**src/rtl/muldiv_sequencer.sv**
```systemverilog
// HI/LO multiply-divide sequencer: accepts one op when idle, commits HI/LO one cycle after the result is available.
// Latency: MTHI/MTLO 1 cycle, MUL 2 cycles, DIV div_done + 1; while busy op_ready=0 and op_valid is ignored.
module muldiv_sequencer #(
    parameter int DIV_TIMEOUT = 40
) (
    input  logic        clk,
    input  logic        reset,
    input  logic        op_valid,
    output logic        op_ready,
    input  logic [2:0]  op_code,
    input  logic [31:0] rs_data,
    input  logic [31:0] rt_data,
    input  logic        flush,
    input  logic        hilo_read,
    output logic        hilo_stall,
    output logic        busy,
    output logic        mul_signed,
    output logic [31:0] mul_a,
    output logic [31:0] mul_b,
    input  logic [31:0] mul_hi,
    input  logic [31:0] mul_lo,
    output logic        div_start,
    output logic        div_signed,
    output logic [31:0] div_dividend,
    output logic [31:0] div_divisor,
    input  logic [31:0] div_q,
    input  logic [31:0] div_r,
    input  logic        div_done,
    output logic        hi_we,
    output logic        lo_we,
    output logic [31:0] hi_wdata,
    output logic [31:0] lo_wdata,
    output logic        done,
    output logic        err_div0,
    output logic        timeout
);

    localparam logic [2:0] OP_MULT  = 3'b000;
    localparam logic [2:0] OP_MULTU = 3'b001;
    localparam logic [2:0] OP_DIV   = 3'b010;
    localparam logic [2:0] OP_DIVU  = 3'b011;
    localparam logic [2:0] OP_MTHI  = 3'b100;
    localparam logic [2:0] OP_MTLO  = 3'b101;

    localparam int CW = (DIV_TIMEOUT < 2) ? 1 : $clog2(DIV_TIMEOUT + 1);
    localparam logic [CW-1:0] CNT_LAST = CW'(DIV_TIMEOUT - 1);

    typedef enum logic [2:0] {
        S_IDLE,
        S_MUL,
        S_DIV_START,
        S_DIV_WAIT,
        S_WRITE
    } state_t;

    state_t        state;
    state_t        state_nxt;

    logic [31:0]   a_q;
    logic [31:0]   b_q;
    logic [2:0]    op_q;
    logic          sgn_q;
    logic [31:0]   hi_q;
    logic [31:0]   lo_q;
    logic [CW-1:0] cnt_q;
    logic          done_q;
    logic          err_q;
    logic          tmo_q;

    logic          accept;
    logic          div0;
    logic          tmo;
    logic          wr_done;
    logic          sel_hi;
    logic          sel_lo;

    // MTLO leaves HI untouched and MTHI leaves LO untouched; mul/div write both.
    assign sel_hi = (op_q != OP_MTLO);
    assign sel_lo = (op_q != OP_MTHI);

    always_ff @(posedge clk or negedge reset) begin
        if (!reset) begin
            state <= S_IDLE;
        end else begin
            state <= state_nxt;
        end
    end

    always_comb begin
        state_nxt = state;
        accept    = 1'b0;
        div0      = 1'b0;
        tmo       = 1'b0;
        wr_done   = 1'b0;
        op_ready  = 1'b0;
        div_start = 1'b0;
        hi_we     = 1'b0;
        lo_we     = 1'b0;
        case (state)
            S_IDLE: begin
                op_ready = 1'b1;
                if (op_valid) begin
                    case (op_code)
                        OP_MULT, OP_MULTU: begin
                            accept    = 1'b1;
                            state_nxt = S_MUL;
                        end
                        OP_DIV, OP_DIVU: begin
                            accept = 1'b1;
                            if (rt_data == 32'd0) begin
                                div0 = 1'b1;
                            end else begin
                                state_nxt = S_DIV_START;
                            end
                        end
                        OP_MTHI, OP_MTLO: begin
                            accept    = 1'b1;
                            state_nxt = S_WRITE;
                        end
                        default: ;
                    endcase
                end
            end
            S_MUL: begin
                state_nxt = S_WRITE;
            end
            S_DIV_START: begin
                div_start = 1'b1;
                state_nxt = S_DIV_WAIT;
            end
            S_DIV_WAIT: begin
                // A completion landing on the last allowed cycle still commits.
                if (div_done) begin
                    state_nxt = S_WRITE;
                end else if (cnt_q == CNT_LAST) begin
                    tmo       = 1'b1;
                    state_nxt = S_IDLE;
                end
            end
            S_WRITE: begin
                hi_we     = sel_hi;
                lo_we     = sel_lo;
                wr_done   = 1'b1;
                state_nxt = S_IDLE;
            end
            default: begin
                state_nxt = S_IDLE;
            end
        endcase
        if (flush && (state != S_IDLE)) begin
            state_nxt = S_IDLE;
            hi_we     = 1'b0;
            lo_we     = 1'b0;
            wr_done   = 1'b0;
            tmo       = 1'b0;
        end
    end

    always_ff @(posedge clk or negedge reset) begin
        if (!reset) begin
            a_q    <= '0;
            b_q    <= '0;
            op_q   <= '0;
            sgn_q  <= 1'b0;
            hi_q   <= '0;
            lo_q   <= '0;
            cnt_q  <= '0;
            done_q <= 1'b0;
            err_q  <= 1'b0;
            tmo_q  <= 1'b0;
        end else begin
            done_q <= div0;
            err_q  <= div0;
            tmo_q  <= tmo;
            if (accept) begin
                a_q   <= rs_data;
                b_q   <= rt_data;
                op_q  <= op_code;
                sgn_q <= ~op_code[0];
                if (op_code == OP_MTHI) begin
                    hi_q <= rs_data;
                end
                if (op_code == OP_MTLO) begin
                    lo_q <= rs_data;
                end
            end
            if (state == S_MUL) begin
                hi_q <= mul_hi;
                lo_q <= mul_lo;
            end
            if (state == S_DIV_START) begin
                cnt_q <= '0;
            end
            if (state == S_DIV_WAIT) begin
                cnt_q <= cnt_q + 1'b1;
                if (div_done) begin
                    hi_q <= div_r;
                    lo_q <= div_q;
                end
            end
        end
    end

    assign busy         = (state != S_IDLE);
    assign hilo_stall   = hilo_read & busy;
    assign mul_signed   = sgn_q;
    assign mul_a        = a_q;
    assign mul_b        = b_q;
    assign div_signed   = sgn_q;
    assign div_dividend = a_q;
    assign div_divisor  = b_q;
    assign hi_wdata     = hi_q;
    assign lo_wdata     = lo_q;
    assign done         = done_q | wr_done;
    assign err_div0     = err_q;
    assign timeout      = tmo_q;

endmodule
```
**config.mk**
```make
export PLATFORM = sky130hd
export DESIGN_NAME = muldiv_sequencer
export DESIGN_NICKNAME = d
export VERILOG_FILES = /design/src/rtl/muldiv_sequencer.sv
export SDC_FILE = /design/constraint.sdc
export NUM_CORES = 1
export LEC_CHECK = 0
export ABC_AREA = 0
export BUFFER_PORTS_ARGS = -buffer_cell sky130_fd_sc_hd__buf_2
export CAP_MARGIN = 20
export CORE_AREA = 2 2 155 157
export CTS_BUF_LIST = sky130_fd_sc_hd__clkbuf_16
export CTS_CLUSTER_DIAMETER = 40
export DETAILED_ROUTE_END_ITERATION = 10
export DIE_AREA = 0 0 157 159
export GPL_TIMING_DRIVEN = 1
export SYNTH_ARGS = -nofsm -noshare
export SYNTH_HDL_FRONTEND = slang
export SYNTH_SLANG_ARGS = --single-unit
```
**constraint.sdc**
```tcl
create_clock -name clk -period 4.1 [get_ports clk]
set_clock_uncertainty 0.15 [all_clocks]
set_input_delay 0 -clock clk [delete_from_list [all_inputs] [get_ports clk]]
set_output_delay 0 -clock clk [all_outputs]
set_load 0.005 [all_outputs]
```
==> out/results.tsv <==
metric	value	unit
Setup WS pre-CTS	1.38	ns
Hold Crit Class	in2async	
DRC	0	
VDD IR-drop max	0.270	mV
CP max FO	49	
clock period minus worst slack	3.32	ns
reg2reg path depth	5	
Final setup viols	0	
Comb pwr share	0.473	
Filler cells	2169	
setup TNS	0	ns
largest net degree at the start of global routing	81	
total CTS buffers	17	
share of layout cells above drive strength 1	0.412	
Overall Global Routing Usage	0.221	
Setup WS post-layout	0.783	ns
first-pass GRT wire length	43100	um
Yosys reg bits	143	
RSZ-0062 raised after global routing	false	
FF-to-FF End	lo_wdata[13]	
Core Area	0.0232	sq mm
post-route ant nets	0	
Crit path buffers/inverters	2	
Die ar.	0.0250	sq mm
Detailed Route WL	28700	um
Final HPWL DP	19200	um
Seq pwr share	0.328	
# H-tree levels	4	
NumNets Final	1454	
slowest CP cell	or3b_2	
initial DRC count	475	
Net Sw Frac	0.352	
Die H	159	um
Port-buffer cells	403	
CTS Sinks	143	
crit path DAT	3.47	ns
area delta synth->final	59.6	%
drt first pass iters	7	
number of global-route vias before repair	7836	
# rows	56	
final critical-path share of the clock period	0.809	
Clock Root Buffer	clkbuf_16	
Worst path top cell family by delay	simple AND/OR/NAND/NOR gates	
mapped cell area	0.00720	sq mm
Reg clk slew, reported paths	0.06	ns
initial antenna violation count	1	
sequential area share after synthesis	0.497	
Syn. warnings	0	
CTS tree	done	
Switch Pwr	2.81	mW
number of library cell types mapped by synthesis	39	
Mapped Avg Cell Area	9.69	sq um
Yosys top cell area share	0.497	
Pwr Density	693	mW/mm^2
area leader, netlist	dfrtp_1	
post-CTS setup buffers	0	
status	complete, but fails checks	
number of synthesized flops with an enable pin	0	
dominant cells by area after synthesis	dfrtp_1 (50%), mux2_2 (10%), buf_4 (6.9%)	
Pint	5.16	mW
clk buf depth	2	
post-synthesis cell count	743	
worst relative slew slack	0.343	
WL/cell	18.2	um
fmax	301	MHz
Max Cap Viol	0	
Synth Flop Type	dfrtp_1	
Lkg Pwr	5.60	nW
CP peak stage delay	0.77	ns
CP Launch Type	flop	
clock power share	0.199	
Crit. End Element	flop	
# IOs	404	
WS Path Type	reg2reg	
Worst Path Required	4.25	ns
crit-path cells	or3b_2 -> buf_4 -> and3_1 -> o32a_1 -> dlygate4sd3_1	
ys async rst share	1.00	
Mapped Nets	950	
Final Hold Violating Endpoints	10	
failing checks	hold timing	
reg2reg start	state[0]	
hold_ws	-0.0190	ns
GR Overflow Total	0	
DR vias	7788	
clk_lat worst skew	0.42	ns
slack of the worst reg-to-reg path	0.78	ns
RePlAce Congestion	0.868	
slew of the pin with the lowest slew margin	0.986	ns
Initial Utilization	0.311	
chip width	157	um
vias per cell	4.93	
max-slew violation count	0	
==> power groups by stage <==
| stage | clock, mW | sequential, mW | combinational, mW |
|---|---|---|---|
| after floorplan | 0 | 2.56 | 1.92 |
| after global placement | 0 | 2.61 | 2.92 |
| after detailed placement | 0 | 2.62 | 2.97 |
| after CTS | 1.62 | 2.60 | 3.72 |
| after global routing | 1.67 | 2.69 | 4.09 |
| final | 1.58 | 2.62 | 3.77 |
==> worst max path at each step <==
stage                         to  cells past startpoint  slack, ns  startpoint
finish              lo_wdata[13]                      5       0.78    state[0]
global route        hi_wdata[10]                      6       0.67    state[0]
CTS                 lo_wdata[29]                      5       0.84    state[0]
detailed placement  lo_wdata[29]                      4       1.38    state[0]
global placement    lo_wdata[29]                      4       1.43    state[0]
floorplan           hi_wdata[30]                      7       2.27    state[2]
==> placed cells by master, fill, tap and decap left out, drive strengths merged, types with 8 or more instances in the layout <==
master,synthesis,layout
a21oi,61,61
o21ai,8,8
dfrtp,143,143
dlygate4sd3,0,189
nand2,82,82
a31oi,58,58
nor2,70,70
buf,93,414
nand3,66,66
inv,7,12
clkbuf,25,17
mux2,65,65
==> worst reg2reg max path: stages, from the launching register on <==
cell and delay (ns):
dfrtp_1 0.68, or3b_2 0.78, buf_4 0.41, and3_1 0.28
o32a_1 0.33, dlygate4sd3_1 0.57
==> what timing repair did <==
action,in CTS,in global routing
setup endpoints to repair,0,0
gates resized for setup,0,0
hold buffers,189,0
hold endpoints to repair,244,0
==> cells by family (layout without fill, tap and decap cells) <==
logic type / Yosys count / count (layout) / synth area share
other cells: 0 / 1 / 0
buf+inv: 125 / 642 / 0.104
compound gates: 143 / 143 / 0.118
fa+ha+maj: 6 / 6 / 0.0104
simple gates: 259 / 259 / 0.166
mux: 67 / 67 / 0.104
flops: 143 / 143 / 0.497
==> metal layers <==
layer	vias to the layer above	share of wire	global-route usage
li1	3546	-	-
met2	374	0.49	0.372
met3	61	0.057	0.0343
met1	3807	0.41	0.281
met4	0	0.034	0.0955
met5	-	0	0
==> flip-flops by register name, summed over array words and instances (netlist names) <==
register / flops
div_dividend: 32
div_divisor: 32
hi_wdata: 32
lo_wdata: 32
cnt_q: 6
op_q: 3
state: 3
div_signed: 1
err_div0: 1
timeout: 1
==> metrics by stage <==
step	std cells	power, mW	area [sq um]	util	hold slack, ns
finish	1580	7.97	11500	0.496	-0.0190
global route	1580	8.45	11500	0.496	0.0263
CTS	1579	7.94	11500	0.495	0.000249
detailed placement	1358	5.59	9010	0.389	-0.116
global placement	1358	5.54	9010	0.389	-0.117
floorplan	743	4.48	7200	-	-0.446
==> Yosys cell counts (2+ instances only) <==
| library cell | count |
|---|---|
| dfrtp_1 | 143 |
| nand2_1 | 82 |
| nor2_1 | 70 |
| buf_4 | 66 |
| nand3_1 | 66 |
| mux2_2 | 65 |
| a21oi_1 | 61 |
| a31oi_1 | 58 |
| clkbuf_1 | 25 |
| buf_2 | 20 |
| o21ai_0 | 8 |
| and3_1 | 7 |
| inv_1 | 7 |
| buf_1 | 6 |
| ha_1 | 6 |
| nor4_1 | 6 |
| o32a_1 | 6 |
| and2_1 | 4 |
| nor3_1 | 4 |
| nand4_1 | 3 |
| nor2b_1 | 3 |
| o31ai_1 | 3 |
| a21o_1 | 2 |
| a22o_1 | 2 |
| mux2i_1 | 2 |
| nand3b_1 | 2 |
| nor4b_1 | 2 |
| nor4b_2 | 2 |
| o31a_1 | 2 |
==> cell type report <==
cell class | count | area, sq um | share of cell area
Timing Repair Buffer | 603 | 4010 | 0.349
Sequential cell | 143 | 3580 | 0.311
Multi-Input combinational cell | 475 | 2890 | 0.252
Clock buffer | 17 | 425 | 0.0370
Tap cell | 319 | 399 | 0.0347
Clock inverter | 15 | 159 | 0.0138
Inverter | 7 | 26.3 | 0.00229
Antenna cell | 1 | 2.50 | 0.000218
No activity file was read; power rests on OpenSTA's default activity.
